### config.mk
export PLATFORM = sky130hd
export DESIGN_NAME = sram_march_bist_flat
export DESIGN_NICKNAME = d
export VERILOG_FILES = /design/src/rtl/sram_march_bist_if.sv /design/src/rtl/sram_march_bist.sv /design/src/flat_wrapper.sv
export SDC_FILE = /design/constraint.sdc
export NUM_CORES = 1
export LEC_CHECK = 0
export ABC_CLOCK_PERIOD_IN_PS = 7330
export BUFFER_PORTS_ARGS = -buffer_cell sky130_fd_sc_hd__buf_2
export CAP_MARGIN = 30
export CORE_AREA = 10 10 264 266
export DETAILED_ROUTE_END_ITERATION = 12
export DIE_AREA = 0 0 274 276
export HOLD_SLACK_MARGIN = 0.1
export PLACE_DENSITY = 0.6
export SLEW_MARGIN = 20
export SYNTH_ARGS = -nofsm -noshare
export SYNTH_HDL_FRONTEND = slang
export SYNTH_SLANG_ARGS = --single-unit
### constraint.sdc
create_clock -name clk -period 7.33 [get_ports clk]
set_input_delay 0.733 -clock clk [delete_from_list [all_inputs] [get_ports clk]]
set_output_delay 0.733 -clock clk [all_outputs]
set_load 0.1 [all_outputs]
### src/rtl/sram_march_bist_if.sv
// Shared SRAM port-0 bus between the BIST engine and the OpenRAM macros.
// The master drives address/data/enables; the slave returns flattened read data.
// One csb bit per macro; dout0 packs channel k at [k*DATA_W +: DATA_W].
interface sram_march_bist_if #(
  parameter int NUM_CH  = 16,
  parameter int ADDR_W  = 10,
  parameter int DATA_W  = 32,
  parameter int WMASK_W = 4
);
  logic [ADDR_W-1:0]        addr0;
  logic [DATA_W-1:0]        din0;
  logic                     web0;
  logic [WMASK_W-1:0]       wmask0;
  logic [NUM_CH-1:0]        csb0;
  logic [NUM_CH*DATA_W-1:0] dout0;

  modport master (
    output addr0, din0, web0, wmask0, csb0,
    input  dout0
  );

  modport slave (
    input  addr0, din0, web0, wmask0, csb0,
    output dout0
  );
endinterface

### src/rtl/sram_march_bist.sv
// March C- BIST for one selected SRAM macro on a shared port-0 bus.
// 10*(last_addr+1) back-to-back ops, one drain cycle, then sticky done/pass.
// Start is ignored while busy; results hold until the next accepted start.
module sram_march_bist #(
  parameter int NUM_CH  = 16,
  parameter int ADDR_W  = 10,
  parameter int DATA_W  = 32,
  parameter int WMASK_W = 4,
  parameter int ERR_W   = 16,
  // one spare code point so an out-of-range macro select can be flagged
  parameter int CH_W    = $clog2(NUM_CH + 1)
) (
  input  logic               clk,
  input  logic               rstn,
  input  logic               start,
  input  logic [CH_W-1:0]    chan_sel,
  input  logic [ADDR_W-1:0]  last_addr,
  input  logic [DATA_W-1:0]  pattern,
  sram_march_bist_if.master  sram,
  output logic               busy,
  output logic               done,
  output logic               pass,
  output logic               cfg_err,
  output logic [ERR_W-1:0]   err_count,
  output logic [ADDR_W-1:0]  fail_addr,
  output logic [DATA_W-1:0]  fail_data,
  output logic [2:0]         fail_elem
);
  typedef enum logic [1:0] {S_IDLE, S_RUN, S_DRAIN, S_DONE} state_t;

  state_t              state;
  logic [2:0]          elem;     // March element of the op on the bus (0..5)
  logic                ph;       // 0: read op, 1: write op
  logic [CH_W-1:0]     chan_q;
  logic [ADDR_W-1:0]   last_q;
  logic [DATA_W-1:0]   pat_q;
  logic [ADDR_W-1:0]   addr_q;
  logic [DATA_W-1:0]   din_q;
  logic                web_q;
  logic [WMASK_W-1:0]  wmask_q;
  logic [NUM_CH-1:0]   csb_q;

  // read issued last cycle, waiting for its data
  logic                rd_vld;
  logic [ADDR_W-1:0]   rd_addr;
  logic [2:0]          rd_elem;
  logic [DATA_W-1:0]   rd_exp;

  logic [2:0]          elem_n;
  logic                ph_n;
  logic [ADDR_W-1:0]   addr_n;
  logic                walk_end;
  logic                desc;
  logic                at_end;
  logic [DATA_W-1:0]   dout_sel;
  logic                mism;

  assign sram.addr0  = addr_q;
  assign sram.din0   = din_q;
  assign sram.web0   = web_q;
  assign sram.wmask0 = wmask_q;
  assign sram.csb0   = csb_q;

  // Write data: M1/M3 write ~pattern, M0/M2/M4 write pattern
  function automatic logic [DATA_W-1:0] wr_val(input logic [2:0] e, input logic [DATA_W-1:0] p);
    return (e == 3'd1 || e == 3'd3) ? ~p : p;
  endfunction

  // Next op of the march walk: finish a read/write pair, step address, or change element
  always_comb begin
    desc     = (elem >= 3'd3);
    at_end   = desc ? (addr_q == '0) : (addr_q == last_q);
    elem_n   = elem;
    ph_n     = 1'b1;
    addr_n   = addr_q;
    walk_end = 1'b0;
    if (!ph && elem != 3'd5) begin
      ph_n = 1'b1;
    end else if (!at_end) begin
      addr_n = desc ? addr_q - 1'b1 : addr_q + 1'b1;
      ph_n   = (elem == 3'd0);
    end else if (elem == 3'd5) begin
      walk_end = 1'b1;
    end else begin
      elem_n = elem + 3'd1;
      addr_n = (elem_n >= 3'd3) ? last_q : '0;
      ph_n   = 1'b0;
    end
  end

  // Pick the read data of the macro under test
  always_comb begin
    dout_sel = '0;
    for (int k = 0; k < NUM_CH; k++) begin
      if (chan_q == CH_W'(k)) dout_sel = sram.dout0[k*DATA_W +: DATA_W];
    end
  end

  assign mism = rd_vld && (dout_sel != rd_exp);

  // Control FSM, bus drive, compare pipeline and result capture
  always_ff @(posedge clk) begin
    if (!rstn) begin
      state     <= S_IDLE;
      elem      <= '0;
      ph        <= 1'b0;
      chan_q    <= '0;
      last_q    <= '0;
      pat_q     <= '0;
      addr_q    <= '0;
      din_q     <= '0;
      web_q     <= 1'b1;
      wmask_q   <= '0;
      csb_q     <= '1;
      rd_vld    <= 1'b0;
      rd_addr   <= '0;
      rd_elem   <= '0;
      rd_exp    <= '0;
      busy      <= 1'b0;
      done      <= 1'b0;
      pass      <= 1'b0;
      cfg_err   <= 1'b0;
      err_count <= '0;
      fail_addr <= '0;
      fail_data <= '0;
      fail_elem <= '0;
    end else begin
      rd_vld  <= (state == S_RUN) && !ph;
      rd_addr <= addr_q;
      rd_elem <= elem;
      rd_exp  <= (elem == 3'd2 || elem == 3'd4) ? ~pat_q : pat_q;
      if (mism) begin
        if (err_count != '1) err_count <= err_count + 1'b1;
        if (err_count == '0) begin
          fail_addr <= rd_addr;
          fail_data <= dout_sel;
          fail_elem <= rd_elem;
        end
      end
      case (state)
        S_IDLE, S_DONE: begin
          state <= S_IDLE;
          if (start) begin
            chan_q    <= chan_sel;
            last_q    <= last_addr;
            pat_q     <= pattern;
            done      <= 1'b0;
            pass      <= 1'b0;
            cfg_err   <= 1'b0;
            err_count <= '0;
            fail_addr <= '0;
            fail_data <= '0;
            fail_elem <= '0;
            if (int'(chan_sel) >= NUM_CH) begin
              state   <= S_DONE;
              done    <= 1'b1;
              cfg_err <= 1'b1;
            end else begin
              state   <= S_RUN;
              busy    <= 1'b1;
              elem    <= 3'd0;
              ph      <= 1'b1;
              addr_q  <= '0;
              din_q   <= pattern;
              web_q   <= 1'b0;
              wmask_q <= '1;
              csb_q   <= ~(NUM_CH'(1) << chan_sel);
            end
          end
        end
        S_RUN: begin
          if (walk_end) begin
            state   <= S_DRAIN;
            csb_q   <= '1;
            web_q   <= 1'b1;
            wmask_q <= '0;
          end else begin
            elem   <= elem_n;
            ph     <= ph_n;
            addr_q <= addr_n;
            web_q  <= ~ph_n;
            din_q  <= wr_val(elem_n, pat_q);
          end
        end
        S_DRAIN: begin
          state <= S_DONE;
          busy  <= 1'b0;
          done  <= 1'b1;
          pass  <= (err_count == '0) && !mism;
        end
        default: state <= S_IDLE;
      endcase
    end
  end
endmodule

### src/flat_wrapper.sv
// flat-port wrapper written by rule: the top's interface ports become plain ports
module sram_march_bist_flat 
#(
  parameter int NUM_CH  = 16,
  parameter int ADDR_W  = 10,
  parameter int DATA_W  = 32,
  parameter int WMASK_W = 4,
  parameter int ERR_W   = 16,
                                                                        
  parameter int CH_W    = $clog2(NUM_CH + 1)
)
  (clk, rstn, start, chan_sel, last_addr, pattern, busy, done, pass, cfg_err, err_count, fail_addr, fail_data, fail_elem, sram_addr0, sram_din0, sram_web0, sram_wmask0, sram_csb0, sram_dout0);
  sram_march_bist_if #(.NUM_CH(NUM_CH), .ADDR_W(ADDR_W), .DATA_W(DATA_W), .WMASK_W(WMASK_W)) sram_i ();
  input  logic clk;
  input  logic rstn;
  input  logic start;
  input  logic [CH_W-1:0] chan_sel;
  input  logic [ADDR_W-1:0] last_addr;
  input  logic [DATA_W-1:0] pattern;
  output logic busy;
  output logic done;
  output logic pass;
  output logic cfg_err;
  output logic [ERR_W-1:0] err_count;
  output logic [ADDR_W-1:0] fail_addr;
  output logic [DATA_W-1:0] fail_data;
  output logic [2:0] fail_elem;
  output wire logic [$bits(sram_i.addr0)-1:0] sram_addr0;
  output wire logic [$bits(sram_i.din0)-1:0] sram_din0;
  output wire logic [$bits(sram_i.web0)-1:0] sram_web0;
  output wire logic [$bits(sram_i.wmask0)-1:0] sram_wmask0;
  output wire logic [$bits(sram_i.csb0)-1:0] sram_csb0;
  input wire logic [$bits(sram_i.dout0)-1:0] sram_dout0;
  assign sram_addr0 = sram_i.addr0;
  assign sram_din0 = sram_i.din0;
  assign sram_web0 = sram_i.web0;
  assign sram_wmask0 = sram_i.wmask0;
  assign sram_csb0 = sram_i.csb0;
  assign sram_i.dout0 = sram_dout0;
  sram_march_bist #(.NUM_CH(NUM_CH), .ADDR_W(ADDR_W), .DATA_W(DATA_W), .WMASK_W(WMASK_W), .ERR_W(ERR_W), .CH_W(CH_W)) u_core (.clk(clk), .rstn(rstn), .start(start), .chan_sel(chan_sel), .last_addr(last_addr), .pattern(pattern), .sram(sram_i), .busy(busy), .done(done), .pass(pass), .cfg_err(cfg_err), .err_count(err_count), .fail_addr(fail_addr), .fail_data(fail_data), .fail_elem(fail_elem));
endmodule
* Word-level counts from Yosys, hierarchy flattened
Cells that the tools add are included.
Storage, ports and cells: register bits 227, bits of input ports 562
Operators by class: $add $sub $neg 4, order comparisons 3, eq/ne operators 33, shift operators 1, muxes and demuxes 86, bitwise gates (word level) 3, reductions and logical operators 23
Operators with widths (count):
- $mux 32 | 25
- $mux 10 | 12
- $mux 16 | 7
- $pmux 32 s2 | 1
- $eq 5x4->1 const B | 8
- $ne 32x32->1 | 1
- $not 32->32 | 1
- $pmux 16 s2 | 1
- $mux 3 | 10
- $eq 5x3->1 const B | 4
- $pmux 10 s2 | 1
- $add 16x1->16 const B | 1
- $logic_not 16->1 | 1
- $ne 16x16->1 const B | 1
- $not 16->16 | 1
- $shl 1x5->16 const A | 1
- $mux 1 | 15
- $mux 4 | 3
- $add 10x1->10 const B | 1
- $eq 10x10->1 | 1
- $eq 5x2->1 const B | 2
- $logic_not 10->1 | 1
- $pmux 1 s2 | 5
- $sub 10x1->10 const B | 1
- 29 further kinds | 48

* Logic depth before layout (Yosys ltp)
Gate-level depths: netlist of the first run.
depth in word-level cells 22, depth in mapped cells 18, mapped depth without buffers 16

* Worst setup path before layout of the first run
Ideal clock, no wire load.
kind register to register, start point reg u_core.chan_q[2], end point reg u_core.err_count[15], library setup time 0.134 ns, arrival time 3.662 ns, setup slack 3.534 ns, cell stages (with the launch flop) 15, path buffers 3, clock period less this slack 3.796 ns, cell sequence dfxtp_1 buf_2 and2_1 buf_2 and3_1 or4_1 or4_1 a221o_1 a2111o_1 a2111o_1 nor4_4 a21oi_1 buf_2 a41oi_1 a211oi_1
Between the ends: cells in the longest elaborated chain, start to end 22, elaborated cells on any way between the ends 37, those cells by class eq/ne (16); mux (19); reduce/logical (2)
RTL lines:
- start, declared | RTL line sram_march_bist.sv:34 | logic [CH_W-1:0] chan_q;
- start signal, assigned | RTL line sram_march_bist.sv:144 | chan_q <= chan_sel;
- $logic_not 5->1 | RTL line sram_march_bist.sv:95 | if (chan_q == CH_W'(k)) dout_sel = sram.dout0[k*DATA_W +: DATA_W];
- $mux 32 (15 in a row) | RTL line sram_march_bist.sv:95
- $mux 32 * | RTL line sram_march_bist.sv:95
- $ne 32x32->1 * | RTL line sram_march_bist.sv:99 | assign mism = rd_vld && (dout_sel != rd_exp);
- $logic_and 1x1->1 * | RTL line sram_march_bist.sv:99
- $mux 16 * | RTL line sram_march_bist.sv:132 | if (mism) begin
- $mux 16 | RTL line sram_march_bist.sv:143 | if (start) begin
- $mux 16 * | RTL line sram_march_bist.sv:140 | case (state)
- end signal, assigned | RTL line sram_march_bist.sv:133 | if (err_count != '1) err_count <= err_count + 1'b1;
- end, declared | RTL line sram_march_bist.sv:24 | output logic [ERR_W-1:0] err_count,
Mark *: on every way between the ends. The rest lies on a longest branch, timed or not. A chain may end at the register's enable or synchronous reset.

* Final worst setup path of the first run
start point reg u_core.chan_q[1], end point reg u_core.fail_data[25]
Between the ends: cells in the longest elaborated chain, start to end 22, elaborated cells on any way between the ends 38, those cells by class eq/ne (16); mux (20); reduce/logical (2)
RTL lines:
- $logic_not 5->1 | RTL line sram_march_bist.sv:95
- $mux 32 (15 in a row) | RTL line sram_march_bist.sv:95
- $mux 32 * | RTL line sram_march_bist.sv:95
- $ne 32x32->1 | RTL line sram_march_bist.sv:99
- $logic_and 1x1->1 | RTL line sram_march_bist.sv:99
- $mux 32 * | RTL line sram_march_bist.sv:132
- $mux 32 | RTL line sram_march_bist.sv:143
- $mux 32 * | RTL line sram_march_bist.sv:140
- end signal, assigned | RTL line sram_march_bist.sv:136 | fail_data <= dout_sel;
- end, declared | RTL line sram_march_bist.sv:26 | output logic [DATA_W-1:0] fail_data,
Marked as above.

==> results.yml, run 1 <==
status:
  status: "complete, no violations"
timing:
  period_minus_slack_ns: 5.945
  relSlewSlack: 0.2597
  finalSetupViolations: 0
  max_freq_ghz: 0.1682
  setup-tns-final_ns: 0
  timing.hold.ws_ns: 0.4122
  fin_skew_ns: 0.02323
  grt_setup_unrepaired: "false"
  layout_setup_ws_ns: 1.385
  worstMarginPinSlew_ns: 1.082
  finalMaxSlewViolations: 0
  final-hold-violation-count: 0
  period_share: 0.8110
layout:
  n_fill_cell: 6984
  fin_util: 0.3443
  layout-drive-gt1-share: 0.2990
  nets: 3454
  area_growth_pct: 33.18
power_and_ir_drop:
  p_per_area_nw_per_um2: 317.4
  ir_drop_mv: 0.3272
  finalPower_mw: 7.006
  power.leakage_nw: 9.301
min_path:
  worst_hold_path_type: "input pin to flip-flop"
synthesis:
  synthDistinctLibCells: 88
  async_flop_share: 0
  synthFlopType: "dfxtp_1"
  syn-mean-instance-area_um2: 7.237
  synth_nets: 2871
  syn-cell-area_um2: 16570
  syn_inst: 2290
  synth_edf_count: 0
  ys_seq_area_frac: 0.2706
  ys_ff_latch: 224
  yosys_warnings: 0
clock_network:
  htree_levels: 1
  cts_buffers: 26
  clockBufferDepth: 3
  root_buffer: "clkbuf_16"
  clk-insertion-delay-late_ns: 0.56
  post_cts_buffers: 0
  cts_sinks: 224
  clkTransAtPathRegs_ns: 0.07
  cts_tree: "yes"
  cts_hold_buf: 0
  post_cts_resize_count: 0
drt:
  viasPerCell: 5.818
  antenna_left: 0
  vias: 22130
  dr.pass1.iters: 8
  wl_per_cell_um: 33.18
  remaining_drc_errors: 0
  routed_wl_mm: 126.2
  drtIter0Drc: 2926
floorplan:
  io_pins: 690
  fp.dieH_um: 276
  core_area_um2: 64120
  die_w_um: 274
  die-area_um2: 75620
  initial_core_util: 0.2585
  rows: 93
global_route:
  globalRouteMet2Util: 0.4959
  grt_use_total: 0.3141
  use_met1: 0.3520
  grt_busiest_layer: "met2"
  grt_pass1_wl_mm: 172.3
  antenna_found_initial: 89
  grt_pass1_vias: 21400
  grtUsageMet3: 0.09540
  gr-total-overflow: 0
  grt_max_degree: 92
place:
  io_buffers: 689
  place.gp.congestion: 1.072
  place_ws_ns: 1.415
  dp_hpwl_mm: 103.5
flow_run:
  timing.max_cap.violations: 0
setup_path:
  cp-start-kind: "flip-flop"
  crit_path_end_kind: "flip-flop"
  arrival_ns: 6.35
  path_class: "flip-flop to flip-flop"
  critical_path_required_ns: 7.74
  critPathMaxFanout: 52
## state kept, by name, summed over array words and instances (netlist names), 2 cells and up
register	count
u_core.chan_q	5
u_core.elem	3
u_core.err_count	16
u_core.fail_addr	10
u_core.fail_data	32
u_core.fail_elem	3
u_core.last_q	10
u_core.pat_q	32
u_core.rd_addr	10
u_core.rd_elem	3
u_core.rd_exp	32
u_core.sram.addr0	10
u_core.sram.csb0	16
u_core.sram.din0	32
u_core.state	2
## logic make-up (layout without fill, tap and decap cells)
kind of cell | Yosys count | in the layout | synth area share
flops | 224 | 224 | 0.2706
compound gates | 793 | 793 | 0.3161
simple gates | 865 | 865 | 0.2558
fa+ha+maj | 19 | 19 | 0.01480
xor+xnor | 87 | 87 | 0.04598
mux | 62 | 62 | 0.03775
buf+inv | 240 | 843 | 0.05896
other cells | 0 | 56 | 0
## cell usage in the layout, fill, tap and decap left out, types with 22 or more instances in the layout
cell,synthesis,routed
diode_2,0,56
mux2i_1,58,57
o22ai_1,39,39
o21ai_0,123,123
nor2_1,218,213
a22oi_1,28,28
nand2_1,309,305
buf_2,28,689
nand3_1,63,63
dfxtp_1,224,219
or3_1,22,22
clkbuf_16,0,28
xor2_1,67,67
a21oi_1,259,259
buf_4,3,53
nand2b_1,24,24
and3_1,34,34
a211oi_1,49,49
and3b_1,22,22
inv_1,46,45
## path summary, 6_finish.rpt
path,depth (start not counted),slack (ns),startpoint,to
worst max register to register,13,1.39,u_core.chan_q[1],u_core.fail_data[25]
worst min register to register,2,0.44,u_core.rd_addr[1],u_core.fail_addr[1]
worst max-delay path,13,1.39,u_core.chan_q[1],u_core.fail_data[25]
worst min-delay path,3,0.41,last_addr[2],u_core.last_q[2]
## final cells by class
type	count	area (µm²)	share of cell area
antenna	56	140.1	0.006349
clock buffer	35	757.0	0.03430
clock inverter	13	232.7	0.01054
inverter	47	178.9	0.008106
multi-input combinational	1826	11230	0.5086
sequential	224	4496	0.2037
tap	855	1070	0.04847
timing repair buffer	748	3971	0.1799
## Yosys cell counts (all sizes together), types with 14 or more instances
cell type	number	area, µm²
nand2	309	1160
a21oi	259	1296
dfxtp	224	4484
nor2	221	842.1
clkbuf	145	544.3
o21ai	131	655.6
xor2	67	586.8
nand3	63	315.3
mux2i	58	580.6
a211oi	49	367.9
buf	48	256.5
inv	46	172.7
o22ai	39	244.0
and3	34	212.7
a22oi	28	210.2
nand2b	24	150.1
nor3	23	120.1
and3b	22	192.7
or3	22	137.6
a21o	20	150.1
a221oi	20	175.2
nand3b	20	150.1
nor2b	20	125.1
xnor2	20	175.2
ha	18	225.2
and2	17	107.6
o211ai	17	127.6
a2bb2oi	15	131.4
o31ai	14	105.1
## per-layer routing
| layer | share of wire | up-vias | wire length [µm] |
|---|---|---|---|
| li1 | - | 9632 | - |
| met1 | 0.36 | 10420 | 45180 |
| met2 | 0.45 | 1585 | 57270 |
| met3 | 0.11 | 456 | 13470 |
| met4 | 0.080 | 42 | 10040 |
| met5 | 0.0020 | - | 256 |
## report_power, final
group          switching (mW)  internal, mW  total (mW)  leakage [nW]
clock                   0.575         0.938        1.51         0.483
sequential              0.206          1.39        1.59          1.82
combinational            2.79          1.11        3.90          6.99
## stage by stage
step                      area, µm²  instances
final                         22070       3804
after detailed placement      20870       3697
after global routing          22040       3792
after global placement        20810       3694
after floorplan               16570       2290
after CTS                     21860       3745
## critical path: stages (launching register included)
cell and delay (ns):
dfxtp_4 0.73, buf_4 0.49, nor2b_2 0.55, buf_4 0.43
nand2_1 0.34, o211a_1 0.33, a2111o_1 0.43, or4_1 0.53
nor4_1 0.69, buf_4 0.25, and2_2 0.27, nor2_4 0.16
buf_4 0.33, mux2i_1 0.18
Power figures use the tool's default switching activity.
==> run 2, diff against run 1 <==
- ABC_CLOCK_PERIOD_IN_PS: 7330 -> 4900
- CORE_AREA: 10 10 264 266 -> 10 10 262 264
- DIE_AREA: 0 0 274 276 -> 0 0 272 274
- PLACE_DENSITY: 0.6 -> 0.63
- clock period: 7.33 -> 4.9 ns (I/O delays scaled with it)
==> run 2 against run 1 <==
  * Power is 51% higher
  * Design area is 2.6% higher
  * Critical path depth stayed put
  * Critical path type unchanged
  * Highest routed layer unchanged
  * Utilization is 1.2 points higher
  * Hold slack worse by 0.23 ns
  * Register-to-register slack worse by 1.3 ns
  * Via count is 0.64% higher
  * Non-clock buffer count is 81 higher
  * Fmax is 24% higher
  * Global-route usage is 0.43 points higher
  * Largest power group unchanged
==> results.yml, run 2 (synthesis results as in run 1) <==
setup_path:
  cp-start-kind: "flip-flop"
  critPathMaxFanout: 15
  crit_path_end_kind: "flip-flop"
  arrival_ns: 5.25
  crit_chain: "buf_4 -> or4b_1 -> a211oi_1 -> o32ai_1 -> a2111oi_0 -> nor2_1 -> a2111o_1 -> nor4_1 -> buf_4 -> a21oi_1 -> buf_4 -> a31oi_1 -> a211oi_1"
  path_class: "flip-flop to flip-flop"
  critical_path_required_ns: 5.34
  slowest_delay_ns: 0.86
  cp_slowest_cell: "a2111oi_0"
  rrSetupSlack_ns: 0.09
  path_common_cell: "buf_4"
clock_network:
  cts_sinks: 224
  clockBufferDepth: 3
  cts_hold_buf: 0
  htree_levels: 1
  clk-insertion-delay-late_ns: 0.55
  root_buffer: "clkbuf_16"
  cts_tree: "yes"
  clkTransAtPathRegs_ns: 0.06
  post_cts_buffers: 0
  cts_buffers: 25
global_route:
  gr-total-overflow: 0
  grt_max_degree: 76
  antenna_found_initial: 88
  grt_use_total: 0.3184
  grt_pass1_vias: 21760
  grt_pass1_wl_mm: 171.5
drt:
  viasPerCell: 5.729
  wl_per_cell_um: 32.50
  remaining_drc_errors: 0
  vias: 22270
  dr.pass1.iters: 7
  antenna_left: 0
  drtIter0Drc: 2454
  routed_wl_mm: 126.4
layout:
  layout_common_cells: "buf_2, nand2_1, a21oi_1"
  layout-drive-gt1-share: 0.3184
  area_growth_pct: 36.64
  multi_input_area_um2: 11220
  fin_cells: 3888
  ff_latch_area_um2: 4496
  layout_commonest_cell: "buf_2"
  nets: 3534
  n_fill_cell: 7009
min_path:
  worst_hold_path_type: "input pin to flip-flop"
floorplan:
  fp.dieH_um: 274
  die_w_um: 272
  die-area_um2: 74530
  initial_core_util: 0.2604
  io_pins: 690
  core_area_um2: 63650
  rows: 93
power_and_ir_drop:
  finalPower_mw: 10.60
  p_per_area_nw_per_um2: 468.3
  power.leakage_nw: 9.677
  ir_drop_mv: 0.4105
place:
  place.gp.congestion: 1.090
  placed_cells: 3781
  dp_hpwl_mm: 106.1
  place_ws_ns: 0.1979
  io_buffers: 689
timing:
  worstMarginPinSlew_ns: 0.9293
  finalMaxSlewViolations: 0
  grt_setup_unrepaired: "false"
  period_share: 0.9822
  max_freq_ghz: 0.2078
  layout_setup_ws_ns: 0.08701
  final-hold-violation-count: 0
  relSlewSlack: 0.3645
  fin_skew_ns: 0.02170
  finalSetupViolations: 0
  period_minus_slack_ns: 4.813
  setup-tns-final_ns: 0
flow_run:
  timing.max_cap.violations: 0
status:
  status: "complete, no violations"
[run 2: report_power, final]
group          internal [mW]  switching, mW
combinational           1.86           4.33
sequential              2.08          0.273
clock                   1.24          0.822
[run 2: cell type report]
| class | instances | area share |
|---|---|---|
| antenna | 62 | 0.006851 |
| clock buffer | 30 | 0.03116 |
| clock inverter | 15 | 0.008619 |
| inverter | 47 | 0.007901 |
| multi-input combinational | 1826 | 0.4955 |
| sequential | 224 | 0.1985 |
| tap | 855 | 0.04724 |
| timing repair buffer | 829 | 0.2042 |
[run 2: what timing repair did]
item,4_1_cts,5_1_grt
hold endpoints to repair,0,0
gates resized for setup,0,3
setup endpoints to repair,0,5
[run 2: worst max-delay path, delay by kind of cell, from the launching register on]
family,cells,cell delay (ns)
compound gates,7,2.30
buf+inv,3,0.67
flops,1,0.49
simple gates,3,1.22
[run 2: path summary, 6_finish.rpt]
path | startpoint | cells past startpoint | to
max reg2reg | u_core.chan_q[2] | 13 | u_core.err_count[14]
max | u_core.chan_q[2] | 13 | u_core.err_count[14]
min | last_addr[5] | 3 | u_core.last_q[5]
min reg2reg | u_core.rd_elem[2] | 2 | u_core.fail_elem[2]
[run 2: layer usage]
metal | global-route usage | share of wire | vias up | routed length, µm
li1 | - | - | 9816 | -
met1 | 0.3523 | 0.36 | 10560 | 45750
met2 | 0.5168 | 0.46 | 1469 | 57840
met3 | 0.09879 | 0.10 | 389 | 13130
met4 | 0.2244 | 0.074 | 36 | 9413
met5 | 0 | 0.0019 | - | 237
[run 2: metrics by stage]
step | util | hold slack, ns | cell area (µm²)
6_report | 0.3558 | 0.1793 | 22650
2_1_floorplan | - | 0.4236 | 16570
3_3_place_gp | 0.3389 | 0.4301 | 21570
4_1_cts | 0.3531 | 0.1494 | 22470
5_1_grt | 0.3551 | 0.1715 | 22600
3_5_place_dp | 0.3389 | 0.4346 | 21570
